### src/rtl/cordic_log_seq_if.sv
`timescale 1ns/1ps
// -----------------------------------------------------------------------------
// cordic_log_seq_if
// Handshake bundle between the input validation stage, the CORDIC log
// sequencer and the output stage.
//   in_valid / in_exponent / in_ready / in_drop : operand side
//   out_valid / out_ready / out_exp / out_err    : result side
// master : the environment (drives the operand and out_ready)
// slave  : the sequencer (drives ready/drop and the result)
// -----------------------------------------------------------------------------
interface cordic_log_seq_if;
    logic       in_valid;
    logic [7:0] in_exponent;
    logic       in_ready;
    logic       in_drop;
    logic       out_valid;
    logic       out_ready;
    logic [8:0] out_exp;
    logic       out_err;

    modport master (
        output in_valid, in_exponent, out_ready,
        input  in_ready, in_drop, out_valid, out_exp, out_err
    );

    modport slave (
        input  in_valid, in_exponent, out_ready,
        output in_ready, in_drop, out_valid, out_exp, out_err
    );
endinterface

### src/rtl/cordic_log_seq.sv
`timescale 1ns/1ps
// -----------------------------------------------------------------------------
// cordic_log_seq
// Control sequencer for the iterative hyperbolic CORDIC logarithm engine.
// Accepts one biased exponent per transaction, steps the shared datapath
// through load, micro-rotation and final-combine phases, and returns the
// unbiased exponent with a valid/ready handshake.  The hyperbolic shift
// schedule repeats k = 4 and k = 13 once each (when within ITER) so the
// iteration converges.
// Ports:
//   clk, reset  : clock, asynchronous active-high reset
//   bus         : operand/result handshake (slave side)
//   ld_o        : load x/y/z datapath registers
//   it_en_o     : perform one micro-rotation this cycle
//   shift_o     : shift amount k of the current micro-rotation
//   lut_addr_o  : atanh(2^-k) ROM address (k-1)
//   fin_o       : final combine ln = 2z + e*ln2
// -----------------------------------------------------------------------------
module cordic_log_seq #(
    parameter int ITER = 16
) (
    input  logic             clk,
    input  logic             reset,
    cordic_log_seq_if.slave  bus,
    output logic             ld_o,
    output logic             it_en_o,
    output logic [4:0]       shift_o,
    output logic [4:0]       lut_addr_o,
    output logic             fin_o
);

    typedef enum logic [2:0] {
        S_IDLE = 3'd0,
        S_LOAD = 3'd1,
        S_ITER = 3'd2,
        S_FIN  = 3'd3,
        S_DONE = 3'd4
    } state_t;

    localparam logic [4:0] ITER_K = 5'(ITER);

    // Exponents 0x00 (zero/subnormal) and 0xFF (inf/NaN) have no finite log.
    function automatic logic is_reserved(input logic [7:0] e);
        return (e == 8'h00) || (e == 8'hFF);
    endfunction

    // Two's-complement unbiased exponent.
    function automatic logic [8:0] unbias(input logic [7:0] e);
        return {1'b0, e} - 9'd127;
    endfunction

    state_t     state_q;
    logic [4:0] k_q;
    logic       rep_q;
    logic       in_ready_q;
    logic       ld_q;
    logic       it_en_q;
    logic [4:0] shift_q;
    logic [4:0] lut_q;
    logic       fin_q;
    logic       out_valid_q;
    logic [8:0] out_exp_q;
    logic       out_err_q;

    logic       repeat_d;
    logic       last_d;
    logic [4:0] k_d;

    // Iteration schedule decision for the current k.
    always_comb begin
        repeat_d = 1'b0;
        last_d   = 1'b0;
        k_d      = k_q + 5'd1;
        if (((k_q == 5'd4) || (k_q == 5'd13)) && (k_q <= ITER_K) && !rep_q) begin
            repeat_d = 1'b1;
        end else if (k_q == ITER_K) begin
            last_d = 1'b1;
        end else begin
            repeat_d = 1'b0;
        end
    end

    // Sequencer FSM with all outputs registered alongside the state.
    always_ff @(posedge clk or posedge reset) begin
        if (reset) begin
            state_q     <= S_IDLE;
            k_q         <= 5'd0;
            rep_q       <= 1'b0;
            in_ready_q  <= 1'b1;
            ld_q        <= 1'b0;
            it_en_q     <= 1'b0;
            shift_q     <= 5'd0;
            lut_q       <= 5'd0;
            fin_q       <= 1'b0;
            out_valid_q <= 1'b0;
            out_exp_q   <= 9'd0;
            out_err_q   <= 1'b0;
        end else begin
            case (state_q)
                S_IDLE: begin
                    if (bus.in_valid) begin
                        out_exp_q  <= unbias(bus.in_exponent);
                        in_ready_q <= 1'b0;
                        if (is_reserved(bus.in_exponent)) begin
                            // Rejected operand skips the datapath entirely.
                            out_err_q   <= 1'b1;
                            out_valid_q <= 1'b1;
                            state_q     <= S_DONE;
                        end else begin
                            out_err_q <= 1'b0;
                            ld_q      <= 1'b1;
                            state_q   <= S_LOAD;
                        end
                    end
                end
                S_LOAD: begin
                    ld_q    <= 1'b0;
                    k_q     <= 5'd1;
                    rep_q   <= 1'b0;
                    it_en_q <= 1'b1;
                    shift_q <= 5'd1;
                    lut_q   <= 5'd0;
                    state_q <= S_ITER;
                end
                S_ITER: begin
                    if (repeat_d) begin
                        // Same k again; shift/lut registers already hold it.
                        rep_q <= 1'b1;
                    end else if (last_d) begin
                        it_en_q <= 1'b0;
                        shift_q <= 5'd0;
                        lut_q   <= 5'd0;
                        fin_q   <= 1'b1;
                        state_q <= S_FIN;
                    end else begin
                        rep_q   <= 1'b0;
                        k_q     <= k_d;
                        shift_q <= k_d;
                        lut_q   <= k_q;
                    end
                end
                S_FIN: begin
                    fin_q       <= 1'b0;
                    out_valid_q <= 1'b1;
                    state_q     <= S_DONE;
                end
                S_DONE: begin
                    if (bus.out_ready) begin
                        out_valid_q <= 1'b0;
                        in_ready_q  <= 1'b1;
                        state_q     <= S_IDLE;
                    end
                end
                default: begin
                    state_q     <= S_IDLE;
                    k_q         <= 5'd0;
                    rep_q       <= 1'b0;
                    in_ready_q  <= 1'b1;
                    ld_q        <= 1'b0;
                    it_en_q     <= 1'b0;
                    shift_q     <= 5'd0;
                    lut_q       <= 5'd0;
                    fin_q       <= 1'b0;
                    out_valid_q <= 1'b0;
                end
            endcase
        end
    end

    assign bus.in_ready  = in_ready_q;
    // Operands offered while busy are discarded, never queued.
    assign bus.in_drop   = bus.in_valid & ~in_ready_q;
    assign bus.out_valid = out_valid_q;
    assign bus.out_exp   = out_exp_q;
    assign bus.out_err   = out_err_q;
    assign ld_o          = ld_q;
    assign it_en_o       = it_en_q;
    assign shift_o       = shift_q;
    assign lut_addr_o    = lut_q;
    assign fin_o         = fin_q;

endmodule

### src/flat_wrapper.sv
// flat-port wrapper written by rule: the top's interface ports become plain ports
module cordic_log_seq_flat 
#(
    parameter int ITER = 16
)
  (clk, reset, ld_o, it_en_o, shift_o, lut_addr_o, fin_o, bus_in_valid, bus_in_exponent, bus_out_ready, bus_in_ready, bus_in_drop, bus_out_valid, bus_out_exp, bus_out_err);
  cordic_log_seq_if bus_i ();
  input  logic clk;
  input  logic reset;
  output logic ld_o;
  output logic it_en_o;
  output logic [4:0] shift_o;
  output logic [4:0] lut_addr_o;
  output logic fin_o;
  input wire logic [$bits(bus_i.in_valid)-1:0] bus_in_valid;
  input wire logic [$bits(bus_i.in_exponent)-1:0] bus_in_exponent;
  input wire logic [$bits(bus_i.out_ready)-1:0] bus_out_ready;
  output wire logic [$bits(bus_i.in_ready)-1:0] bus_in_ready;
  output wire logic [$bits(bus_i.in_drop)-1:0] bus_in_drop;
  output wire logic [$bits(bus_i.out_valid)-1:0] bus_out_valid;
  output wire logic [$bits(bus_i.out_exp)-1:0] bus_out_exp;
  output wire logic [$bits(bus_i.out_err)-1:0] bus_out_err;
  assign bus_i.in_valid = bus_in_valid;
  assign bus_i.in_exponent = bus_in_exponent;
  assign bus_i.out_ready = bus_out_ready;
  assign bus_in_ready = bus_i.in_ready;
  assign bus_in_drop = bus_i.in_drop;
  assign bus_out_valid = bus_i.out_valid;
  assign bus_out_exp = bus_i.out_exp;
  assign bus_out_err = bus_i.out_err;
  cordic_log_seq #(.ITER(ITER)) u_core (.clk(clk), .reset(reset), .bus(bus_i), .ld_o(ld_o), .it_en_o(it_en_o), .shift_o(shift_o), .lut_addr_o(lut_addr_o), .fin_o(fin_o));
endmodule
### config.mk
export PLATFORM = sky130hd
export DESIGN_NAME = cordic_log_seq_flat
export DESIGN_NICKNAME = d
export VERILOG_FILES = /design/src/rtl/cordic_log_seq_if.sv /design/src/rtl/cordic_log_seq.sv /design/src/flat_wrapper.sv
export SDC_FILE = /design/constraint.sdc
export NUM_CORES = 1
export LEC_CHECK = 0
export ABC_AREA = 1
export CORE_UTILIZATION = 25
export DETAILED_ROUTE_END_ITERATION = 8
export PLACE_DENSITY_LB_ADDON = 0.2
export SETUP_SLACK_MARGIN = 0.1
export SYNTH_ARGS = -nofsm -noshare
export SYNTH_HDL_FRONTEND = slang
export SYNTH_SLANG_ARGS = --single-unit
export TNS_END_PERCENT = 5
### constraint.sdc
create_clock -name clk -period 4.3 [get_ports clk]
set_clock_uncertainty 0.2 [all_clocks]
set_input_delay 0.43 -clock clk [delete_from_list [all_inputs] [get_ports clk]]
set_output_delay 0.43 -clock clk [all_outputs]
set_load 0.05 [all_outputs]
# Yosys cells after proc, flatten, opt, wreduce, memory -nomap -nowiden
# Index checks and enable logic that the tools add are counted.
[op_classes]
order_cmp = 1
mux = 38
n_shift = 0
n_div = 0
n_addsub = 2
n_reduce_logical = 22
n_eq_ne = 16
mul = 0
bitwise_logic = 7
[op_table]
columns = ["cell", "count"]
rows = [
  ["5-bit two-way mux", 6],
  ["5-bit case mux with 3 select lines", 2],
  ["1-bit two-way mux", 17],
  ["3-bit two-way mux", 5],
  ["3-bit case mux with 5 select lines", 1],
  ["3-bit AND reduction", 5],
  ["3-bit OR reduction", 4],
  ["2-bit inequality test (second input constant)", 5],
  ["5-bit case mux with 2 select lines", 1],
  ["8-bit by 7-bit subtractor with 9-bit output (second input constant)", 1],
  ["8-bit == test (second input constant)", 1],
  ["8-bit zero test", 1],
  ["4-bit AND reduction", 2],
  ["3-bit by 2-bit == test with 1-bit output (second input constant)", 2],
  ["1-bit NOT", 6],
  ["1-bit case mux with 2 select lines", 3],
  ["1-bit case mux with 3 select lines", 2],
  ["2-bit AND reduction", 3],
  ["5-bit by 1-bit adder with 5-bit output (second input constant)", 1],
  ["5-bit by 3-bit == test with 1-bit output (second input constant)", 1],
  ["5-bit by 4-bit == test with 1-bit output (second input constant)", 1],
  ["5-bit == test (second input constant)", 1],
  ["5-bit <= comparator (second input constant)", 1],
  ["2-bit by 1-bit inequality test with 1-bit output (second input constant)", 2],
  ["10 further kinds", 12],
]
[totals]
mem_count = 0
out_inout_bits = 26
inputBits = 12
latchBits = 0
rom_bits = 0
word_cells = 98
mem_bits_rw = 0
reg_bits = 34

# Longest topological paths before layout
[depth]
word_depth = 8
mapped_depth = 9

# Least setup slack after synthesis
# No wires, ideal clock.
[synth_timing]
kind = "flip-flop to output port"
startpoint = "reg u_core.in_ready_q, in the netlist u_core.bus.in_ready"
endpoint = "out bus_in_drop"
path_buffers = 0
setup_slack_ps = 2536
t_required_ps = 3670
arrival_time_ps = 1134
path_stages_with_launch = 2
path_cell_list = "dfstp_2 > nor2_1"
[synth_via]
elab_chain_cells = 2
[synth_rtl]
columns = ["element", "line_no", "source"]
rows = [
  ["start: declaration", "cordic_log_seq.sv:55", "logic in_ready_q;"],
  ["start signal: assignment", "cordic_log_seq.sv:89", "in_ready_q <= 1'b1;"],
  ["start signal: assignment", "cordic_log_seq.sv:103", "in_ready_q <= 1'b0;"],
  ["start signal: assignment", "cordic_log_seq.sv:150", "in_ready_q <= 1'b1;"],
  ["1-bit NOT", "cordic_log_seq.sv:172", "assign bus.in_drop = bus.in_valid & ~in_ready_q;"],
  ["1-bit bitwise AND", "cordic_log_seq.sv:172", ""],
  ["end: declaration", "flat_wrapper.sv:19", "output wire logic [$bits(bus_i.in_drop)-1:0] bus_in_drop;"],
]
# Every way passes these cells.

# Final worst setup path
[layout_timing]
startpoint = "in bus_in_valid"
endpoint = "out bus_in_drop"
[layout_via]
elab_chain_cells = 1
[layout_rtl]
columns = ["element", "line_no", "source"]
rows = [
  ["start: declaration", "flat_wrapper.sv:15", "input wire logic [$bits(bus_i.in_valid)-1:0] bus_in_valid;"],
  ["1-bit bitwise AND", "cordic_log_seq.sv:172", ""],
]
# Every way passes these cells.

==> reports/qor.yml <==
status: "complete, no violations"
grt_use_total: 0.1222
clk_latency_ps: 280
period_share: 0.5950
synthTopCellsByArea: "dfrtp_1, nand2_1, inv_1, nor2_1, o21ai_2"
core_um2: 7253
cts_hold_buf: 0
synthCells: 231
fin_tns_setup_ps: 0
report.final.slew_viol_count: 0
synth-async-reset-ratio: 1.000
firstDrtPassIters: 4
cp_common_cell: "clkdlybuf4s50_1"
grt_pass1_vias: 1619
multi_input_area_um2: 875.8
synth.top_cells.by_count: "nand2_1, dfrtp_1, inv_1, nor2_1, nand3_1"
grt.busiest_layer: "met2"
p_clk_frac: 0.155
io_buffers: 37
cp_slowest_cell: "clkdlybuf4s50_1"
pin_count: 38
combPwrFrac: 0.536
period_needed_ps: 2558
synth_nets: 248
clockBufferDepth: 2
via_count: 1568
path_cells: "clkdlybuf4s50_1 -> inv_1 -> nor2_1 -> clkdlybuf4s50_1"
syn2layout_area_growth_pct: 29.31
routed_wl_mm: 4.114
die_w_um: 88.67
overflow: 0
worstSetupEndpointType: "primary output"
drc: 0
drive_above_1_share: 0.1241
final_nets: 290
power_switching_mw: 0.7725
p_per_area_nw_per_um2: 649.7
worst_pin_slew_ps: 534.6
critPathRequiredTime_ps: 3670
yosysWarnings: 0
clock.fmax_ghz: 0.3909
die_h_um: 88.67
ys_types: 30
peakVddDrop_mv: 0.3950
final_area_um2: 2429
p_leak_nw: 1.207
die_area_um2: 7862
antenna_cells: 0
ys_ff_latch: 34
drt_iter0_markers: 59
p_seq_frac: 0.309
synth_area_per_cell_um2: 8.130
cts_inserted_buffers: 5
intPower_mw: 0.8052
setup_viol: 0
syn_area_um2: 1878
clkTransAtPathRegs_ps: 70
max_slew_margin: 0.6425
synth_most_common_cell: "nand2_1"
seq_area_frac_synth: 0.4537
via_per_inst: 4.204
fill_cells: 780
ys.flop_type: "dfrtp_1"
grt_use_met1: 0.1543
cts_resized: 0
p_total_mw: 1.578
dp_hpwl_mm: 3.025
h-tree-depth: 2
grt_antenna_before_repair: 0
rows: 31
post-cts-setup-buffer-count: 0
min_path_type: "register to register"
rsz0062_at_grt: "false"
start_util: 0.2589
place_congestion: 0.7844
crit_path_max_incr_delay_ps: 810
cts_root_buf: "clkbuf_8"
swShare: 0.4896
hold_violations: 0
post_drt_wl_per_cell_um: 11.03
ant_nets: 0
synth_top_area_cell: "dfrtp_1"
synth_edf_count: 0
critPathLaunchType: "primary input"
cp_max_fo: 2
met2_usage: 0.2014
post_dp_cell_area_um2: 2337
grt_max_degree: 35
grt_pass1_wl_mm: 7.383
crit_type: "primary input to primary output"
cts.sinks: 34
cts_tree: "yes"
regArea_um2: 852.1
maxCapViolations: 0
yosys.area.top_type_share: 0.4397
arrival_ps: 1930
grt_use_met3: 0.03358
## placed cells by master, fill, tap and decap left out, types with 2 or more instances in the layout
cell type	count
clkbuf_8	6
nand2_2	8
inv_1	26
dfrtp_1	33
o21ai_0	7
clkdlybuf4s50_1	37
nand3_1	12
xor2_1	4
a21oi_1	3
ha_1	5
nor2_1	23
o21ai_2	8
nand4_1	6
nand2_1	76
nand2_4	2
## metal layers
metal | wire length, um | up-vias
met5 | 0 | -
met4 | 61 | 0
met3 | 191 | 7
met2 | 1927 | 34
met1 | 1932 | 720
li1 | - | 807
## sequential cells by signal, indices dropped and copies added, names as in the netlist, 3 cells and up
| name | count |
|---|---|
| u_core.state_q | 3 |
| u_core.bus.out_exp | 9 |
| u_core.shift_o | 5 |
| u_core.k_q | 5 |
| u_core.lut_addr_o | 5 |
## kinds of logic after synthesis
family,count (synthesis),share of synthesized area
flip-flops,34,0.4537
AO/OA/AOI/OAI,23,0.08661
XOR/XNOR,5,0.02332
buffers and inverters,31,0.07994
AND/OR/NAND/NOR,133,0.3231
adder cells (fa/ha/maj),5,0.03331
## critical path, delay by kind of cell
family / cells / cell delay [ps]
buffers and inverters: 3 / 1400
and+or+nand+nor: 1 / 90
## layout make-up
type | instances | area share
sequential | 34 | 0.3508
multi-input combinational | 166 | 0.3606
clock buffer | 7 | 0.03555
inverter | 28 | 0.04431
tap | 99 | 0.05100
timing repair buffer | 38 | 0.1556
clock inverter | 1 | 0.002061
## power groups by stage
stage / Combinational (mW) / Clock (mW) / Sequential [mW]
floorplan: 0.394 / 0 / 0.729
global placement: 0.855 / 0 / 0.495
detailed placement: 0.852 / 0 / 0.496
CTS: 0.856 / 0.257 / 0.491
global route: 0.923 / 0.270 / 0.503
finish: 0.845 / 0.245 / 0.488
## metrics by stage
stage / std cells / util / setup WS [ps] / hold slack (ps)
floorplan: 231 / - / 2536 / 309.9
global placement: 365 / 0.3222 / 1764 / 263.7
detailed placement: 365 / 0.3222 / 1735 / 267.3
CTS: 373 / 0.3348 / 1722 / 284.6
global route: 373 / 0.3348 / 1653 / 305.4
finish: 373 / 0.3348 / 1742 / 277.0
## worst paths after layout
check / slack, ps / startpoint / cells past startpoint / to
setup / recovery: 1740 / bus_in_valid / 4 / bus_in_drop
hold / removal: 280 / u_core.bus.out_valid$_DFFE_PP0P_ / 2 / u_core.bus.out_valid$_DFFE_PP0P_
setup reg to reg: 2540 / u_core.k_q[0]$_DFFE_PP0P_ / 7 / u_core.k_q[1]$_DFFE_PP0P_
hold reg to reg: 280 / u_core.bus.out_valid$_DFFE_PP0P_ / 2 / u_core.bus.out_valid$_DFFE_PP0P_
max in group asynchronous: 3200 / reset / 3 / u_core.bus.in_ready$_DFFE_PP1P_
min in group asynchronous: 350 / reset / 3 / u_core.fin_o$_DFFE_PP0P_
Power figures use the tool's default switching activity.
